`config.mk`:
```
export PLATFORM = sky130hd
export DESIGN_NAME = fifo_wr_ctrl
export DESIGN_NICKNAME = d
export VERILOG_FILES = /design/src/rtl/fifo_wr_ctrl.sv
export SDC_FILE = /design/constraint.sdc
export NUM_CORES = 1
export LEC_CHECK = 0
export CAP_MARGIN = 20
export CORE_MARGIN = 8
export CORE_UTILIZATION = 47
export CTS_BUF_LIST = sky130_fd_sc_hd__clkbuf_8
export CTS_CLUSTER_SIZE = 40
export DETAILED_ROUTE_END_ITERATION = 8
export GPL_TIMING_DRIVEN = 0
export PLACE_DENSITY_LB_ADDON = 0.05
export SLEW_MARGIN = 10
export SYNTH_ARGS = -nofsm -noshare
export SYNTH_HDL_FRONTEND = slang
export SYNTH_SLANG_ARGS = --single-unit
```
`constraint.sdc`:
```
create_clock -name clk_a -period 7.1 [get_ports clk_a]
set_input_delay 2.13 -clock clk_a [delete_from_list [all_inputs] [get_ports clk_a]]
set_output_delay 2.13 -clock clk_a [all_outputs]
set_load 0.05 [all_outputs]
```
`src/rtl/fifo_wr_ctrl.sv`:
```
// -----------------------------------------------------------------------------
// fifo_wr_ctrl
// Write-side controller of an asynchronous FIFO built around an external
// SRAM. Accepts producer words with a valid/ready handshake, issues registered
// SRAM writes one edge after acceptance, publishes the committed write pointer
// in Gray code to the reader domain, and synchronizes the reader's Gray pointer
// back to compute free space, full and almost-full.
//
// Ports
//   clk_a        in   1        write-domain clock (rising edge)
//   rst          in   1        asynchronous active-high reset
//   in_valid     in   1        producer word valid
//   in_data      in   WIDTH    producer word
//   in_ready     out  1        controller can accept a word
//   addr_a       out  A        SRAM write address (registered)
//   wdata_a      out  WIDTH    SRAM write data (registered)
//   write_en_a   out  1        SRAM write strobe (registered)
//   wr_ptr_gray  out  A+1      committed write pointer, Gray code
//   rd_ptr_gray  in   A+1      reader pointer, Gray code, asynchronous
//   full         out  1        no free word
//   almost_full  out  1        free_count <= AFULL_THRESH
//   free_count   out  A+1      free words, 0..DEPTH
//   overflow     out  1        sticky: word offered while full
//   ovf_clr      in   1        synchronous clear of overflow
// -----------------------------------------------------------------------------
module fifo_wr_ctrl #(
  parameter int WIDTH        = 16,
  parameter int DEPTH        = 8192,
  parameter int AFULL_THRESH = 4,
  localparam int A           = $clog2(DEPTH)
) (
  input  logic             clk_a,
  input  logic             rst,
  input  logic             in_valid,
  input  logic [WIDTH-1:0] in_data,
  output logic             in_ready,
  output logic [A-1:0]     addr_a,
  output logic [WIDTH-1:0] wdata_a,
  output logic             write_en_a,
  output logic [A:0]       wr_ptr_gray,
  input  logic [A:0]       rd_ptr_gray,
  output logic             full,
  output logic             almost_full,
  output logic [A:0]       free_count,
  output logic             overflow,
  input  logic             ovf_clr
);

  localparam logic [A:0] DEPTH_P = (A+1)'(DEPTH);
  localparam logic [A:0] ONE_P   = (A+1)'(1);

  logic [A:0] r_wr_bin;
  logic [A:0] r_rd_sync1;
  logic [A:0] r_rd_sync2;

  logic [A:0] w_rd_bin_s;
  logic [A:0] w_used;
  logic [A:0] w_free;
  logic       w_full;
  logic       w_accept;

  // Gray -> binary: each binary bit is the XOR of all Gray bits at or above it.
  genvar gi;
  generate
    for (gi = 0; gi <= A; gi++) begin : g_gray2bin
      assign w_rd_bin_s[gi] = ^r_rd_sync2[A:gi];
    end
  endgenerate

  // Occupancy uses the incremented write pointer immediately, but the reader
  // pointer only after synchronization, so full errs on the safe side.
  assign w_used   = r_wr_bin - w_rd_bin_s;
  assign w_free   = DEPTH_P - w_used;
  assign w_full   = (w_used == DEPTH_P);
  assign w_accept = in_valid && in_ready;

  assign in_ready    = !w_full && !rst;
  assign full        = w_full;
  assign free_count  = w_free;
  assign almost_full = (32'(w_free) <= AFULL_THRESH);

  always_ff @(posedge clk_a or posedge rst) begin
    if (rst) begin
      r_wr_bin    <= '0;
      r_rd_sync1  <= '0;
      r_rd_sync2  <= '0;
      wr_ptr_gray <= '0;
      write_en_a  <= 1'b0;
      addr_a      <= '0;
      wdata_a     <= '0;
      overflow    <= 1'b0;
    end else begin
      r_rd_sync1 <= rd_ptr_gray;
      r_rd_sync2 <= r_rd_sync1;

      // Encoded from the pre-increment pointer: the published pointer moves on
      // the same edge the SRAM write lands, so the reader never sees a word
      // before it exists in memory.
      wr_ptr_gray <= r_wr_bin ^ (r_wr_bin >> 1);

      write_en_a <= w_accept;
      if (w_accept) begin
        addr_a   <= r_wr_bin[A-1:0];
        wdata_a  <= in_data;
        r_wr_bin <= r_wr_bin + ONE_P;
      end

      // Set has priority over clear so a simultaneous event is never lost.
      if (in_valid && w_full) begin
        overflow <= 1'b1;
      end else if (ovf_clr) begin
        overflow <= 1'b0;
      end
    end
  end

endmodule

```
* Yosys cells after proc, flatten, opt, wreduce, memory -nomap -nowiden
Cells that the tools add are included.
Cells by class: add/subtract/negate cells 3, order comparisons 1, equal/unequal tests 1, multiplexer cells 2, bitwise gates (word level) 1, reductions and logical operators 19
Operators by type and width (count):
- 14-bit by 1-bit adder with 14-bit output, second input constant | 1
- 14-bit equality test, second input constant | 1
- 14-bit by 3-bit <= comparator with 1-bit output, second input constant | 1
- 14-bit XOR reduction | 1
- 14-bit subtractor | 1
- 14-bit subtractor, first input constant | 1
- 14-bit by 13-bit bitwise XOR with 14-bit output | 1
- 13-bit XOR reduction | 1
- 12-bit XOR reduction | 1
- 11-bit XOR reduction | 1
- 10-bit XOR reduction | 1
- 9-bit XOR reduction | 1
- 8-bit XOR reduction | 1
- 7-bit XOR reduction | 1
- 6-bit XOR reduction | 1
- 5-bit XOR reduction | 1
- 4-bit XOR reduction | 1
- 1-bit logical AND | 3
- 3-bit XOR reduction | 1
- 1-bit zero test | 2
- 1-bit 2-to-1 mux | 2
- 2-bit nonzero test | 1
- 2-bit XOR reduction | 1
Storage, ports and cells: register bits after elaboration 87, logic and storage cells 35

* Depth between registers and ports, before layout
Gate-level depths: netlist of the first run.
depth in word-level cells 6, gate-level depth with buffers 22, mapped depth without buffers 20

* Least setup slack after synthesis of the first run
OpenSTA, ideal clock, no wires.
path kind register to output, start register r_rd_sync2[13], end output in_ready, data arrival time 6.733 ns, data required time 4.970 ns, setup slack -1.763 ns, stages on the path, launching flop included 22, path through dfrtp_1 -> xnor2_2 -> xnor3_2 -> xor3_2 -> xnor3_2 -> xnor3_2 -> xor2_2 -> xor2_2 -> xor2_2 -> xnor2_1 -> ha_1 -> fa_1 -> nor2b_1 -> o21ai_1 -> a21oi_2 -> a32oi_1 -> or2_0 -> clkbuf_1 -> a21oi_1 -> nand2_1 -> nor4b_1 -> nor2_1
On the way: longest elaborated chain between the ends 5, elaborated cells between the ends (all ways) 17
Ends and longest elaborated chain:
- start, declared | RTL line 54 | logic [A:0] r_rd_sync2;
- start signal, assigned | RTL line 94 | r_rd_sync2 <= r_rd_sync1;
- 14-bit XOR reduction (tied with other cells) | RTL line 66 | assign w_rd_bin_s[gi] = ^r_rd_sync2[A:gi];
- 14-bit subtractor * | RTL line 72 | assign w_used = r_wr_bin - w_rd_bin_s;
- 14-bit equality test * | RTL line 74 | assign w_full = (w_used == DEPTH_P);
- via full | RTL line 42 | output logic full,
- 1-bit zero test * | RTL line 77 | assign in_ready = !w_full && !rst;
- 1-bit logical AND * | RTL line 77
- end, declared | RTL line 36 | output logic in_ready,
Mark *: on every way through the listed nets, which the timed path passes. The rest lies on a longest branch.

* Worst setup path in the final report of the first run
start register r_rd_sync2[12], end output almost_full
On the way: longest elaborated chain between the ends 4, elaborated cells between the ends (all ways) 16
Ends and longest elaborated chain:
- 14-bit XOR reduction (tied with other cells) | RTL line 66
- 14-bit subtractor * | RTL line 72
- 14-bit subtractor * | RTL line 73 | assign w_free = DEPTH_P - w_used;
- 14-bit by 3-bit <= comparator with 1-bit output * | RTL line 80 | assign almost_full = (32'(w_free) <= AFULL_THRESH);
- end, declared | RTL line 43 | output logic almost_full,
Mark *: on every way between the ends. The rest lies on a longest branch, timed or not.

==> metrics.yaml, run 1 <==
worst_hold_path:
  hold_class: "reg -> reg"
  hold_path_end: "r_rd_sync2[7]"
  hold_depth: 0
  hold_start: "r_rd_sync1[7]"
final_layout:
  antennaDiodeCount: 0
  final_nets: 541
  drive_gt1_share_pct: 25.0
  syn_to_final_growth_pct: 44.1
  final_core_util_pct: 68.4
critical_path:
  slowest_delay_ps: 410
  worstSetupPathType: "reg -> out"
  crit_chain: "xnor2_2, xnor3_2, xor3_2, xnor3_2, xnor3_2, xor2_4, xor2_2, xor2_2, xnor2_2, ha_2, fa_2, nor2b_4, o21ai_4, a21oi_4, or3_4, a32o_2, nor4_4, xor2_1, o2111ai_2, nor4_4, buf_6"
  crit_family: "XOR/XNOR gates"
  rr_startpoint: "r_rd_sync2[12]"
  worst-r2r-setup-slack_ps: 1470
  r2r-end: "addr_a[4]"
  critical_path.startpoint_type: "flop"
  worstPathRequired_ps: 4970
  crit_slowest_cell: "dfrtp_1"
  cp_num_buf_inv: 1
  cp_data_arrival_time_ps: 5520
  cp-end-kind: "output pin"
  cp_common_cell: "xnor3_2"
  worstPathMaxFanout: 6
  reg2regPathDepth: 23
clock_network:
  clockBufferDepth: 2
  insertion_delay_ps: 350
  cts.root.buffer_cell: "clkbuf_8"
  clk_pin_slew_worst_paths_ps: 90
  cts_tree: "built"
  hold_buffers: 0
  clock-sinks: 87
  cts_max_level: 3
  numCtsBuffers: 9
global_routing:
  grt_pass1_vias: 3412
  grt_start_max_net_pins: 46
  antenna_found_initial: 0
  overflow: 0
  track_usage_pct: 16.3
  grt_pass1_wl_mm: 16.4
floorplanning:
  start_util_pct: 47.5
  die_x_um: 112
  ios: 96
  design.die.area_um2: 12500
  core_area_um2: 9060
  core.rowCount: 35
  die_height_um: 112
sta:
  layout_setup_ws_ps: -548
  rsz0062_at_grt: "yes"
  period_share_pct: 108
  final-setup-viol-count: 8
  maxSlewViolCount: 0
  layout_min_cycle_time_ps: 7650
  finalHoldViolations: 0
  worst_pin_slew_ps: 638
  hold_slack_ps: 346
  skew_ps: 10.2
  slew-limit-headroom_pct: 57.1
  fmax_ghz: 0.131
flow_run:
  max_cap_violations: 0
detailed_routing:
  drt_iter0_drc: 87
  wl_mm: 9.72
  ant_nets: 0
  vias_per_cell: 5.18
  routedWlPerCell_um: 16.3
  vias: 3083
  drc: 0
  drt_pass1_iterations: 4
yosys:
  synth-edff-count: 0
  synth_seq_cells: 87
  synth_warnings: 0
  synth_top_flop_cell: "dfrtp_1"
  ys_types: 57
  avgSynthCellArea_um2: 12.5
  syn_nets: 406
  syn_area_um2: 4300
  yosysSeqAreaShare_pct: 50.6
  async_flop_share_pct: 100
  syn_inst: 344
pwr:
  power.density_nw_per_um2: 486
  p_leak_nw: 2.88
  max-vdd-ir-drop_uv: 567
place:
  gp_congestion: 0.795
  pre_cts_slack_ps: -1320
  dp_hpwl_mm: 7.08
  io_buffers: 95
status:
  outcome: "finished, violations left"
  violations: "setup timing"
[cells in the final DEF, fill, tap and decap left out, drive strengths merged, types with 4 or more instances in the layout]
cell type	n
a21o	5
a21oi	8
and2	5
and3	11
buf	46
clkbuf	13
clkdlybuf4s50	81
dfrtp	87
ha	27
inv	16
mux2	31
nand2	14
nand3	7
nand4	9
nor2	14
nor2b	4
nor4	5
o21ai	8
or4	5
xnor2	26
xor2	16
[cells by family (layout without fill, tap and decap cells)]
family                     Yosys count  count (layout)  synth area share [%]
buffers and inverters               23             163                  2.59
adders and majority gates           28              28                  8.32
DFF                                 87              87                  50.6
muxes                               31              31                  8.12
xor gates and xnor gates            46              46                  11.5
and+or+nand+nor                     87              87                  11.7
AOI/OAI and AO/OA                   42              42                  7.21
[sequential cells by signal, indices dropped and copies added, names as in the netlist]
name	count
addr_a	13
overflow	1
r_rd_sync1	14
r_rd_sync2	14
r_wr_bin	14
wdata_a	16
wr_ptr_gray	14
write_en_a	1
[worst max path at each step]
stage	from	end	slack [ps]	depth (start not counted)
CTS	r_rd_sync2[12]	almost_full	-660	21
global route	r_rd_sync2[12]	almost_full	-790	21
detailed placement	r_rd_sync2[13]	almost_full	-1320	21
floorplan	r_rd_sync2[13]	almost_full	-440	20
finish	r_rd_sync2[12]	almost_full	-550	21
global placement	r_rd_sync2[13]	almost_full	-1230	21
[layer usage]
| layer | wire, um | share of wire, % | global-route usage (%) |
|---|---|---|---|
| met2 | 4600 | 47 | 26.1 |
| met5 | 0 | 0 | 0 |
| met3 | 937 | 9.6 | 7.68 |
| met1 | 4070 | 42 | 18.8 |
| met4 | 116 | 1.2 | 5.38 |
[cell usage after synthesis, types with 2 or more instances]
library cell / count / area share, %
and2_1: 5 / 0.73
o31a_1: 2 / 0.41
inv_1: 14 / 1.2
or2_0: 2 / 0.29
or4_1: 5 / 0.87
dfrtp_1: 87 / 51
o21ai_0: 6 / 0.70
nand4_1: 8 / 1.2
mux2_2: 3 / 0.79
xnor2_1: 25 / 5.1
and3_1: 11 / 1.6
nor3_1: 2 / 0.23
xnor3_2: 3 / 1.7
ha_1: 27 / 7.9
mux2_1: 28 / 7.3
nand2_1: 13 / 1.1
nand3_1: 7 / 0.81
a211oi_1: 2 / 0.35
nor4_1: 5 / 0.73
xor2_2: 3 / 1.1
o21a_1: 3 / 0.52
nor2b_1: 4 / 0.58
clkbuf_1: 4 / 0.35
xor2_1: 13 / 2.6
o2111ai_1: 2 / 0.41
buf_2: 2 / 0.23
buf_6: 3 / 0.79
a21oi_2: 2 / 0.41
a21o_1: 5 / 0.87
or3_1: 3 / 0.44
a21oi_1: 6 / 0.70
nor2_1: 14 / 1.2
[timing repair]
action                     4_1_cts  5_1_grt
setup buffers                   25        5
setup endpoints to repair       15       15
pin swaps                       19       13
resized for setup              103       23
[power breakdown]
| part | internal (W) | switching, W |
|---|---|---|
| clock network | 0.000232 | 0.000169 |
| logic | 0.000743 | 0.00125 |
| registers | 0.000564 | 0.0000534 |
[layout make-up]
cell class / count / area, um^2
inverters: 14 / 55.1
clock inverters: 7 / 114
well taps: 111 / 139
clock buffers: 9 / 124
plain buffers: 8 / 55.1
multi-input cells: 234 / 2320
repair buffers: 125 / 1220
flip-flops and latches: 87 / 2180
fillers: 696 / 2870
[metrics by stage]
stage	area [um^2]	total power (W)	std cells	TNS, ps
2_1_floorplan	4420	0.00190	344	-785
3_3_place_gp	5510	0.00236	550	-8800
3_5_place_dp	5540	0.00239	551	-9620
4_1_cts	6100	0.00293	592	-3620
5_1_grt	6200	0.00319	595	-4520
6_report	6200	0.00301	595	-2380
No activity file was read; power rests on OpenSTA's default activity.
==> run 2: changes to the inputs <==
--- a/config.mk
+++ b/config.mk
@@ -6,12 +6,14 @@
 export NUM_CORES = 1
 export LEC_CHECK = 0
 export CAP_MARGIN = 20
+export CORE_ASPECT_RATIO = 1.5
 export CORE_MARGIN = 8
 export CORE_UTILIZATION = 47
 export CTS_BUF_LIST = sky130_fd_sc_hd__clkbuf_8
 export CTS_CLUSTER_SIZE = 40
 export DETAILED_ROUTE_END_ITERATION = 8
 export GPL_TIMING_DRIVEN = 0
+export HOLD_SLACK_MARGIN = 0.06
 export PLACE_DENSITY_LB_ADDON = 0.05
 export SLEW_MARGIN = 10
 export SYNTH_ARGS = -nofsm -noshare
==> run 2 against run 1 <==
Compared with the run above:
- the run still ends with setup timing left
- final area is 2.6% higher
- largest cell class unchanged
- non-clock buffer count grew 13
- sequential power about the same
- sequential cell count is the same
- critical endpoint unchanged
- total power grew 3.3%
- sequential share of layout area down 0.88 points
==> metrics.yaml, run 2 (synthesis results as in run 1) <==
sta:
  period_share_pct: 110  # +1.8 points
  final-setup-viol-count: 9  # +1
  slew-limit-headroom_pct: 63.9  # +6.8 points
  finalHoldViolations: 0  # unchanged
  maxSlewViolCount: 0  # unchanged
  rsz0062_at_grt: "yes"
  skew_ps: 10.9  # +0.692 ps
  layout_min_cycle_time_ps: 7780  # +129 ps
  worst_pin_slew_ps: 540  # -98.6 ps
  fmax_ghz: 0.129  # -1.7%
  layout_setup_ws_ps: -677  # -129 ps
  hold_slack_ps: 352  # +6.25 ps
critical_path:
  cp-end-kind: "output pin"
  slowest_delay_ps: 400  # about the same
  worstPathMaxFanout: 5  # -1
  crit_chain: "xnor2_2, xnor3_2, xor3_2, xnor3_2, xnor3_2, xor2_2, xor2_2, xor2_2, xnor2_2, ha_2, fa_2, nor2b_2, o21ai_2, a21oi_4, or3_4, a32o_2, nor4b_4, and3_4, o2111ai_2, nor4_4, buf_6"
  crit_slowest_cell: "dfrtp_1"
  critical_path.startpoint_type: "flop"
  crit_family: "XOR/XNOR gates"
  worstSetupPathType: "reg -> out"
  cp_data_arrival_time_ps: 5650  # +130 ps
  worstPathRequired_ps: 4970  # about the same
  cp_num_buf_inv: 1  # unchanged
floorplanning:
  die_height_um: 133  # +19%
  core_area_um2: 9090  # +0.30%
  design.die.area_um2: 12500  # +0.50%
  ios: 96  # unchanged
  start_util_pct: 47.3  # -0.14 points
  core.rowCount: 43  # +23%
  die_x_um: 94.1  # -16%
final_layout:
  layout_common_cells: "dfrtp_1, clkdlybuf4s50_1, buf_4"
  syn_to_final_growth_pct: 47.8
  final_nets: 554  # +2.4%
  drive_gt1_share_pct: 28.2  # +3.2 points
  antennaDiodeCount: 0  # unchanged
  top_register: "wdata_a"
  mostFrequentLayoutCell: "dfrtp_1"
  largest_reg_flops: 16  # unchanged
global_routing:
  grt_most_used_layer: "met2"
  grt_pass1_vias: 3452  # +1.2%
  grt_pass1_wl_mm: 16.4  # +0.17%
  grt_use_met2_pct: 28.3  # +2.2 points
  grt_start_max_net_pins: 62  # +35%
  grtUsageMet3_pct: 5.57  # -2.1 points
  track_usage_pct: 16.9  # +0.56 points
  overflow: 0  # unchanged
  antenna_found_initial: 0  # unchanged
  grtUsageMet1_pct: 17.9  # -0.99 points
clock_network:
  cts.root.buffer_cell: "clkbuf_8"
  cts_tree: "built"
  clk_pin_slew_worst_paths_ps: 80  # about the same
  numCtsBuffers: 9  # unchanged
  clock-sinks: 87  # unchanged
  insertion_delay_ps: 350  # about the same
  cts_max_level: 3  # unchanged
  clockBufferDepth: 2  # unchanged
place:
  dp_hpwl_mm: 7.34  # +3.8%
  gp_congestion: 0.829  # +4.3%
  io_buffers: 95  # unchanged
detailed_routing:
  vias: 3176  # +3.0%
  vias_per_cell: 5.22  # +0.65%
  drt_pass1_iterations: 4  # unchanged
  drc: 0  # unchanged
  routedWlPerCell_um: 16.8  # +2.9%
  ant_nets: 0  # unchanged
  wl_mm: 10.2  # +5.3%
  drt_iter0_drc: 92  # +5.7%
pwr:
  seqPwrFrac_pct: 19.8  # -0.7 points
  p_clk_share_pct: 11.2  # -2.1 points
  power_switching_w: 0.00152  # +3.2%
  p_int_w: 0.00159  # +3.4%
  max-vdd-ir-drop_uv: 720  # +27%
  p_leak_nw: 2.97  # +3.2%
  power_frac_comb_pct: 69.0  # +2.8 points
  finalPower_w: 0.00311  # +3.3%
  switching_share_pct: 48.8  # -0.063 points
  power.density_nw_per_um2: 489  # +0.73%
status:
  violations: "setup timing"
  outcome: "finished, violations left"
worst_hold_path:
  hold_class: "reg -> reg"
flow_run:
  max_cap_violations: 0  # unchanged
## run 2: changes by cell type in the layout (fill, tap and decap cells not counted), moves of 2 or more
cell           before  now
buf_4              28   35
clkbuf_8            9   12
clkinv_2            0    2
bufinv_16           3    1
buf_6              10   16
dlygate4sd2_1       2    0
xor2_2              5    7
## run 2: power by group through the flow
| stage | registers [W] | clock network (W) | logic (W) |
|---|---|---|---|
| floorplan | 0.000772 | 0 | 0.00113 |
| global placement | 0.000624 | 0 | 0.00174 |
| detailed placement | 0.000628 | 0 | 0.00176 |
| CTS | 0.000618 | 0.000360 | 0.00189 |
| global route | 0.000628 | 0.000379 | 0.00228 |
| finish | 0.000617 | 0.000348 | 0.00215 |
## run 2: layer usage
metal  up-vias  share of wire (%)
met5         -                  0
met2        86                 53
met3        23                6.3
met4         0                2.8
li1       1521                  -
met1      1546                 38
## run 2: cell type report
class	count	area, um^2
flip-flops and latches	87	2180
repair buffers	137	1340
plain buffers	9	68.8
well taps	112	140
clock buffers	11	151
inverters	14	55.1
clock inverters	5	56.3
multi-input cells	234	2370
fillers	660	2730
## run 2: final timing paths
kind,from,endpoint,slack (ps),cells after the start
min reg2reg,r_rd_sync1[9],r_rd_sync2[9],350,0
min,r_rd_sync1[9],r_rd_sync2[9],350,0
max,r_rd_sync2[12],almost_full,-680,21
min in group asynchronous,rst,wr_ptr_gray[10],2280,2
max reg2reg,r_rd_sync2[12],wdata_a[3],920,31
max in group asynchronous,rst,r_wr_bin[6],4220,3
## run 2: per-stage QoR
stage	util (%)	cells	setup TNS [ps]	setup WS (ps)	area (um^2)
final	69.9	609	-3360	-677	6360
after global routing	69.9	609	-5910	-988	6360
after CTS	67.1	596	-3740	-724	6100
after detailed placement	60.9	552	-10090	-1390	5540
after global placement	60.6	551	-8800	-1250	5510
after floorplan	-	344	-785	-438	4420
## run 2: timing repair
| item | 4_1_cts | 5_1_grt |
|---|---|---|
| setup buffers | 28 | 14 |
| endpoints found under the setup margin | 15 | 15 |
| hold buffers | 0 | 0 |
| pin swaps | 16 | 16 |
| gates resized for setup | 98 | 44 |
